### src/rtl/mc_sram_bridge.sv
`default_nettype none
// ============================================================================
// Module      : mc_sram_bridge
// Description : MCU asynchronous-SRAM slave mapped onto a dual-port word
//               buffer. MCU strobes are synchronised into the fabric clock,
//               writes commit on the WE rising edge with byte-lane masking,
//               illegal OE+WE overlap is flagged, and a fabric-side port
//               shares the buffer.
// Revision    : 1.0 - initial release
// ============================================================================
module mc_sram_bridge #(
    parameter int MC_DATA_WIDTH = 16,
    parameter int MC_ADD_WIDTH  = 6,
    parameter int SYNC_STAGES   = 2
) (
    input  logic                       clock,
    input  logic                       reset,
    input  logic                       mc_ce,
    input  logic                       mc_oe,
    input  logic                       mc_we,
    input  logic [MC_DATA_WIDTH/8-1:0] mc_bl,
    input  logic [MC_ADD_WIDTH-1:0]    mc_add,
    input  logic [MC_DATA_WIDTH-1:0]   mc_din,
    output logic [MC_DATA_WIDTH-1:0]   mc_dout,
    output logic                       mc_dout_en,
    input  logic [MC_ADD_WIDTH-1:0]    usr_addr,
    input  logic                       usr_wr_en,
    input  logic [MC_DATA_WIDTH-1:0]   usr_wr_data,
    output logic [MC_DATA_WIDTH-1:0]   usr_rd_data,
    output logic                       mc_wr_pulse,
    output logic [15:0]                wr_count,
    output logic                       proto_err,
    output logic                       usr_collision
);

    localparam int c_LANES = MC_DATA_WIDTH / 8;
    localparam int c_DEPTH = 2 ** MC_ADD_WIDTH;

    typedef enum logic [1:0] {
        ST_IDLE   = 2'd0,
        ST_READ   = 2'd1,
        ST_WRITE  = 2'd2,
        ST_COMMIT = 2'd3
    } state_t;

    // Synchroniser chains; the last stage is the only view the FSM uses
    logic [SYNC_STAGES-1:0]   r_ce_sync;
    logic [SYNC_STAGES-1:0]   r_oe_sync;
    logic [SYNC_STAGES-1:0]   r_we_sync;
    logic [c_LANES-1:0]       r_bl_sync  [SYNC_STAGES];
    logic [MC_ADD_WIDTH-1:0]  r_add_sync [SYNC_STAGES];
    logic [MC_DATA_WIDTH-1:0] r_din_sync [SYNC_STAGES];

    logic                     w_s_ce;
    logic                     w_s_oe;
    logic                     w_s_we;
    logic [c_LANES-1:0]       w_s_bl;
    logic [MC_ADD_WIDTH-1:0]  w_s_add;
    logic [MC_DATA_WIDTH-1:0] w_s_din;

    // Shared word buffer (not cleared by reset)
    logic [MC_DATA_WIDTH-1:0] r_mem [c_DEPTH];

    state_t                   r_state;
    logic [MC_ADD_WIDTH-1:0]  r_hold_add;
    logic [MC_DATA_WIDTH-1:0] r_hold_din;
    logic [c_LANES-1:0]       r_hold_bl;
    logic [MC_DATA_WIDTH-1:0] r_mc_dout;
    logic                     r_mc_dout_en;
    logic                     r_mc_wr_pulse;
    logic [15:0]              r_wr_count;
    logic                     r_proto_err;
    logic                     r_usr_collision;
    logic [MC_DATA_WIDTH-1:0] r_usr_rd_data;

    assign w_s_ce  = r_ce_sync[SYNC_STAGES-1];
    assign w_s_oe  = r_oe_sync[SYNC_STAGES-1];
    assign w_s_we  = r_we_sync[SYNC_STAGES-1];
    assign w_s_bl  = r_bl_sync[SYNC_STAGES-1];
    assign w_s_add = r_add_sync[SYNC_STAGES-1];
    assign w_s_din = r_din_sync[SYNC_STAGES-1];

    // Shift every MCU pad input through the synchroniser; strobes idle high
    always_ff @(posedge clock or negedge reset) begin
        if (!reset) begin
            r_ce_sync <= '1;
            r_oe_sync <= '1;
            r_we_sync <= '1;
            for (int i = 0; i < SYNC_STAGES; i++) begin
                r_bl_sync[i]  <= '1;
                r_add_sync[i] <= '0;
                r_din_sync[i] <= '0;
            end
        end else begin
            r_ce_sync     <= {r_ce_sync[SYNC_STAGES-2:0], mc_ce};
            r_oe_sync     <= {r_oe_sync[SYNC_STAGES-2:0], mc_oe};
            r_we_sync     <= {r_we_sync[SYNC_STAGES-2:0], mc_we};
            r_bl_sync[0]  <= mc_bl;
            r_add_sync[0] <= mc_add;
            r_din_sync[0] <= mc_din;
            for (int i = 1; i < SYNC_STAGES; i++) begin
                r_bl_sync[i]  <= r_bl_sync[i-1];
                r_add_sync[i] <= r_add_sync[i-1];
                r_din_sync[i] <= r_din_sync[i-1];
            end
        end
    end

    // MCU access sequencer with registered pad/status outputs
    always_ff @(posedge clock or negedge reset) begin
        if (!reset) begin
            r_state         <= ST_IDLE;
            r_hold_add      <= '0;
            r_hold_din      <= '0;
            r_hold_bl       <= '1;
            r_mc_dout       <= '0;
            r_mc_dout_en    <= 1'b0;
            r_mc_wr_pulse   <= 1'b0;
            r_wr_count      <= 16'd0;
            r_proto_err     <= 1'b0;
            r_usr_collision <= 1'b0;
        end else begin
            r_mc_wr_pulse   <= 1'b0;
            r_usr_collision <= 1'b0;
            case (r_state)
                ST_IDLE: begin
                    r_mc_dout_en <= 1'b0;
                    if (!w_s_ce) begin
                        if (!w_s_oe && !w_s_we) begin
                            // Both strobes active: flag it and ignore the cycle
                            r_proto_err <= 1'b1;
                        end else if (!w_s_oe) begin
                            r_state      <= ST_READ;
                            r_mc_dout    <= r_mem[w_s_add];
                            r_mc_dout_en <= 1'b1;
                        end else if (!w_s_we) begin
                            r_state    <= ST_WRITE;
                            r_hold_add <= w_s_add;
                            r_hold_din <= w_s_din;
                            r_hold_bl  <= w_s_bl;
                        end
                    end
                end
                ST_READ: begin
                    if (w_s_oe || w_s_ce) begin
                        r_state      <= ST_IDLE;
                        r_mc_dout_en <= 1'b0;
                    end else begin
                        // Re-read every cycle so address changes are followed
                        r_mc_dout    <= r_mem[w_s_add];
                        r_mc_dout_en <= 1'b1;
                    end
                end
                ST_WRITE: begin
                    if (!w_s_oe) begin
                        r_proto_err <= 1'b1;
                        r_state     <= ST_IDLE;
                    end else if (w_s_ce) begin
                        // CE released before WE: abandon the write
                        r_state <= ST_IDLE;
                    end else if (w_s_we) begin
                        // WE rising edge: holding registers keep last WE-low sample
                        r_state       <= ST_COMMIT;
                        r_mc_wr_pulse <= 1'b1;
                        r_wr_count    <= r_wr_count + 16'd1;
                    end else begin
                        r_hold_add <= w_s_add;
                        r_hold_din <= w_s_din;
                        r_hold_bl  <= w_s_bl;
                    end
                end
                ST_COMMIT: begin
                    r_usr_collision <= usr_wr_en && (usr_addr == r_hold_add);
                    r_state         <= ST_IDLE;
                end
                default: begin
                    r_state <= ST_IDLE;
                end
            endcase
        end
    end

    // Buffer writes: fabric word first, MCU enabled lanes override on overlap
    always_ff @(posedge clock) begin
        if (usr_wr_en) begin
            r_mem[usr_addr] <= usr_wr_data;
        end
        if (r_state == ST_COMMIT) begin
            for (int i = 0; i < c_LANES; i++) begin
                if (!r_hold_bl[i]) begin
                    r_mem[r_hold_add][i*8 +: 8] <= r_hold_din[i*8 +: 8];
                end
            end
        end
    end

    // Fabric read port, read-first with one cycle of latency
    always_ff @(posedge clock or negedge reset) begin
        if (!reset) begin
            r_usr_rd_data <= '0;
        end else begin
            r_usr_rd_data <= r_mem[usr_addr];
        end
    end

    assign mc_dout       = r_mc_dout;
    assign mc_dout_en    = r_mc_dout_en;
    assign usr_rd_data   = r_usr_rd_data;
    assign mc_wr_pulse   = r_mc_wr_pulse;
    assign wr_count      = r_wr_count;
    assign proto_err     = r_proto_err;
    assign usr_collision = r_usr_collision;

endmodule
`default_nettype wire
### config.mk
export PLATFORM = sky130hd
export DESIGN_NAME = mc_sram_bridge
export DESIGN_NICKNAME = d
export VERILOG_FILES = /design/src/rtl/mc_sram_bridge.sv
export SDC_FILE = /design/constraint.sdc
export NUM_CORES = 2
export LEC_CHECK = 0
export BUFFER_PORTS_ARGS = -buffer_cell sky130_fd_sc_hd__buf_2
export CAP_MARGIN = 5
export CORE_MARGIN = 4
export CORE_UTILIZATION = 30
export CTS_BUF_LIST = sky130_fd_sc_hd__clkbuf_2
export DETAILED_ROUTE_END_ITERATION = 6
export PLACE_DENSITY_LB_ADDON = 0.3
export SLEW_MARGIN = 40
export SYNTH_ARGS = -nofsm -noshare
export SYNTH_HDL_FRONTEND = slang
export SYNTH_SLANG_ARGS = --single-unit
### constraint.sdc
create_clock -name clock -period 5.57 [get_ports clock]
set_input_delay 0 -clock clock [delete_from_list [all_inputs] [get_ports clock]]
set_output_delay 0 -clock clock [all_outputs]
set_load 0.1 [all_outputs]
==> reports/qor.yml <==
outcome: "complete, no violations"
wl_per_cell_um: 36.64
tritoncts: "built"
crit_fanout: 12
p_int_uw: 13290
synth.cell_area_mm2: 0.06637
ff2ff_setup_slack_ns: 1.84
cts_sinks: 1156
critPathRequiredTime_ns: 7.36
nFillCells: 21773
die_x_um: 478.4
finalSetupTns_ns: 0
swShare_pct: 34.82
clock_latency_ns: 1.90
postCtsSetupBuffers: 0
p_comb_share_pct: 18.5
finalSetupViolations: 0
drv_slew: 0
p_seq_share_pct: 48.6
grt_usage_pct: 25.13
die_h_um: 478.4
fin_crit_sh_pct: 73.14
postCtsHoldBufs: 205
switching_power_uw: 7099
seq_area_frac_synth_pct: 51.33
grt_pass1_wl_um: 407400
clock.fmax_ghz: 0.2455
rsz0062_at_grt: "no"
cts_resized: 0
synth_top_area_share_pct: 46.33
gp_congestion: 0.9811
placed_cells: 7338
cts_made_buffers: 341
overflow: 0
ys_seq_elements: 1156
syn_nets: 4681
fin_crit_ns: 4.074
worstSetupPathType: "in -> reg"
avgSynthCellArea_um2: 14.34
critPathArrivalTime_ns: 5.86
num_rows: 172
cp-endpoint: "usr_rd_data[15]$_DFF_PN0_"
dieArea_mm2: 0.2288
synth_edf_count: 1024
antenna_found_initial: 19
ant_nets: 0
cp-end-kind: "flop"
clock_path_buffers: 4
dpl.hpwl_um: 191400
ir_worst_vdd_mv: 0.2880
slew_headroom_pct: 14.16
final_cell_area_mm2: 0.07558
drv_cap: 0
routed_wl_um: 298900
clockPowerShare_pct: 33.0
syn_to_final_growth_pct: 13.88
synthTopCellsByArea: "edfxtp_1 46%, mux2_2 19%, mux4_2 8.5%"
async_reset_ff_share_pct: 11.42
htree_num_levels: 5
start_util_pct: 30.18
yosys_warnings: 0
drtPass1Iterations: 7
reg2reg_from: "r_state[1]$_DFFE_PN0P_"
viasPerCell: 6.197
synth_cells: 4628
drc: 0
regToRegEndpoint: "r_mem[44][4]$_DFFE_PP_"
fin_nets: 4984
grt_max_degree: 122
reg2regPathDepth: 6
ys_types: 73
root_buffer: "clkbuf_2"
place_area_mm2: 0.07014
cp-startpoint: "usr_addr[3]"
final_cells: 8158
drive_gt1_share_pct: 47.33
layout_common_cells: "1127 x mux2_2, 1024 x edfxtp_1, 527 x clkbuf_2"
layout_commonest_cell: "mux2_2"
yosysTopAreaCell: "edfxtp_1"
portBuffers: 103
worst_setup_path_start_kind: "input port"
drt_iter0_drc: 7990
io_pins: 104
finalHoldViolCount: 0
skew_ns: 0.2629
cts.clk_slew.worst_paths_ns: 0.10
synth-main-ff-cell: "edfxtp_1"
worst_hold_slack_ns: 0.1505
hp-class: "in -> reg"
dr_total_vias: 50557
tightestPinTransition_ns: 1.288
coreArea_mm2: 0.2199
power.density_mw_per_mm2: 269.8
p_total_uw: 20390
grt_pass1_vias: 49312
cellLeakagePower_uw: 0.02561
[Yosys cell counts, types with 5 or more instances]
cell	count
a2111oi_0	16
a211oi_1	36
a21oi_1	46
a221o_1	31
a221oi_1	112
a222oi_1	8
a22o_1	28
a22oi_1	125
a31oi_1	17
and2_1	9
and3_1	6
buf_1	42
buf_2	156
buf_4	22
buf_6	13
clkbuf_1	292
dfrtp_1	120
dfstp_2	12
edfxtp_1	1024
inv_1	5
mux2_1	5
mux2_2	1127
mux2i_1	326
mux4_1	14
mux4_2	251
nand2_1	143
nand2_2	12
nand2b_1	6
nand3_1	30
nand3b_1	7
nand4_1	7
nor2_1	92
nor2_2	81
nor2_4	16
nor2b_1	25
o211ai_1	19
o21ai_0	98
o221ai_1	11
o22ai_1	132
o2bb2ai_1	7
or3_1	13
or3b_2	7
or4_1	7
xnor2_1	12
xor2_1	9
[state kept, by name, indices dropped and copies added, names as in the netlist]
signal,cells
r_mem,1024
mc_dout,16
r_din_sync,16
r_hold_din,16
usr_rd_data,16
w_s_din,16
wr_count,16
r_add_sync,6
r_hold_add,6
w_s_add,6
r_bl_sync,2
r_ce_sync,2
r_hold_bl,2
r_oe_sync,2
r_state,2
r_we_sync,2
w_s_bl,2
mc_dout_en,1
mc_wr_pulse,1
proto_err,1
usr_collision,1
[metal layers]
layer | vias up | wire, um | GRT usage, %
met4 | 8 | 19350 | 14.12
li1 | 19363 | - | -
met1 | 26083 | 112900 | 32.31
met2 | 4168 | 129000 | 37.22
met3 | 935 | 37600 | 8.102
met5 | - | 45 | 0
[critical path, cell delays in order]
cell	delay [ns]
dlygate4sd3_1	0.57
dlygate4sd3_1	0.63
buf_2	0.20
dlygate4sd3_1	0.84
nor3b_2	0.26
dlygate4sd3_1	0.56
buf_4	0.18
dlygate4sd3_1	1.18
o21ai_0	0.18
dlygate4sd3_1	0.61
nand3_1	0.08
dlygate4sd3_1	0.56
[power by group through the flow]
stage	registers [uW]	logic, uW	clock network (uW)
after CTS	9890	3630	6790
after global placement	10100	3430	0
final	9900	3760	6720
after detailed placement	10100	3480	0
after floorplan	10200	1810	0
after global routing	9920	3790	7280
[worst min path at each step]
stage                              start                       end  slack, ns  cells past startpoint
after floorplan                    reset    mc_dout[0]$_DFFE_PN0P_      -0.30                      0
after global placement             reset  r_din_sync[26]$_DFF_PN0_       0.09                      1
after detailed placement           reset  r_din_sync[26]$_DFF_PN0_       0.11                      1
after CTS                 usr_wr_data[5]    r_mem[47][5]$_DFFE_PP_      0.003                      5
after global routing      usr_wr_data[5]    r_mem[43][5]$_DFFE_PP_       0.09                      5
final                     usr_wr_data[5]    r_mem[42][5]$_DFFE_PP_       0.15                      5
[stage by stage]
step	utilization [%]	setup WS, ns
6_report	34.36	1.496
5_1_grt	34.36	1.585
4_1_cts	34.24	1.776
3_5_place_dp	31.89	1.897
3_3_place_gp	31.75	1.976
2_1_floorplan	-	3.052
[layout make-up]
| cell class | count | area (um^2) | area share, % |
|---|---|---|---|
| sequential | 1156 | 34100 | 45.11 |
| multi-input combinational | 2939 | 30390 | 40.21 |
| timing repair buffer | 487 | 4329 | 5.728 |
| tap | 2958 | 3701 | 4.897 |
| clock buffer | 527 | 2638 | 3.490 |
| clock inverter | 76 | 377.9 | 0.4999 |
| inverter | 6 | 25.02 | 0.03311 |
| antenna | 9 | 22.52 | 0.02980 |
[kinds of logic (layout without fill, tap and decap cells)]
group,Yosys count,in the layout,share of synthesized area [%]
simple gates,483,483,3.836
fa+ha+maj,1,1,0.01885
buf+inv,533,1096,3.603
compound gates,711,711,7.742
other cells,0,9,0
xor+xnor,21,21,0.2771
mux,1723,1723,33.19
flops,1156,1156,51.33
(Power assumes the default switching activity.)
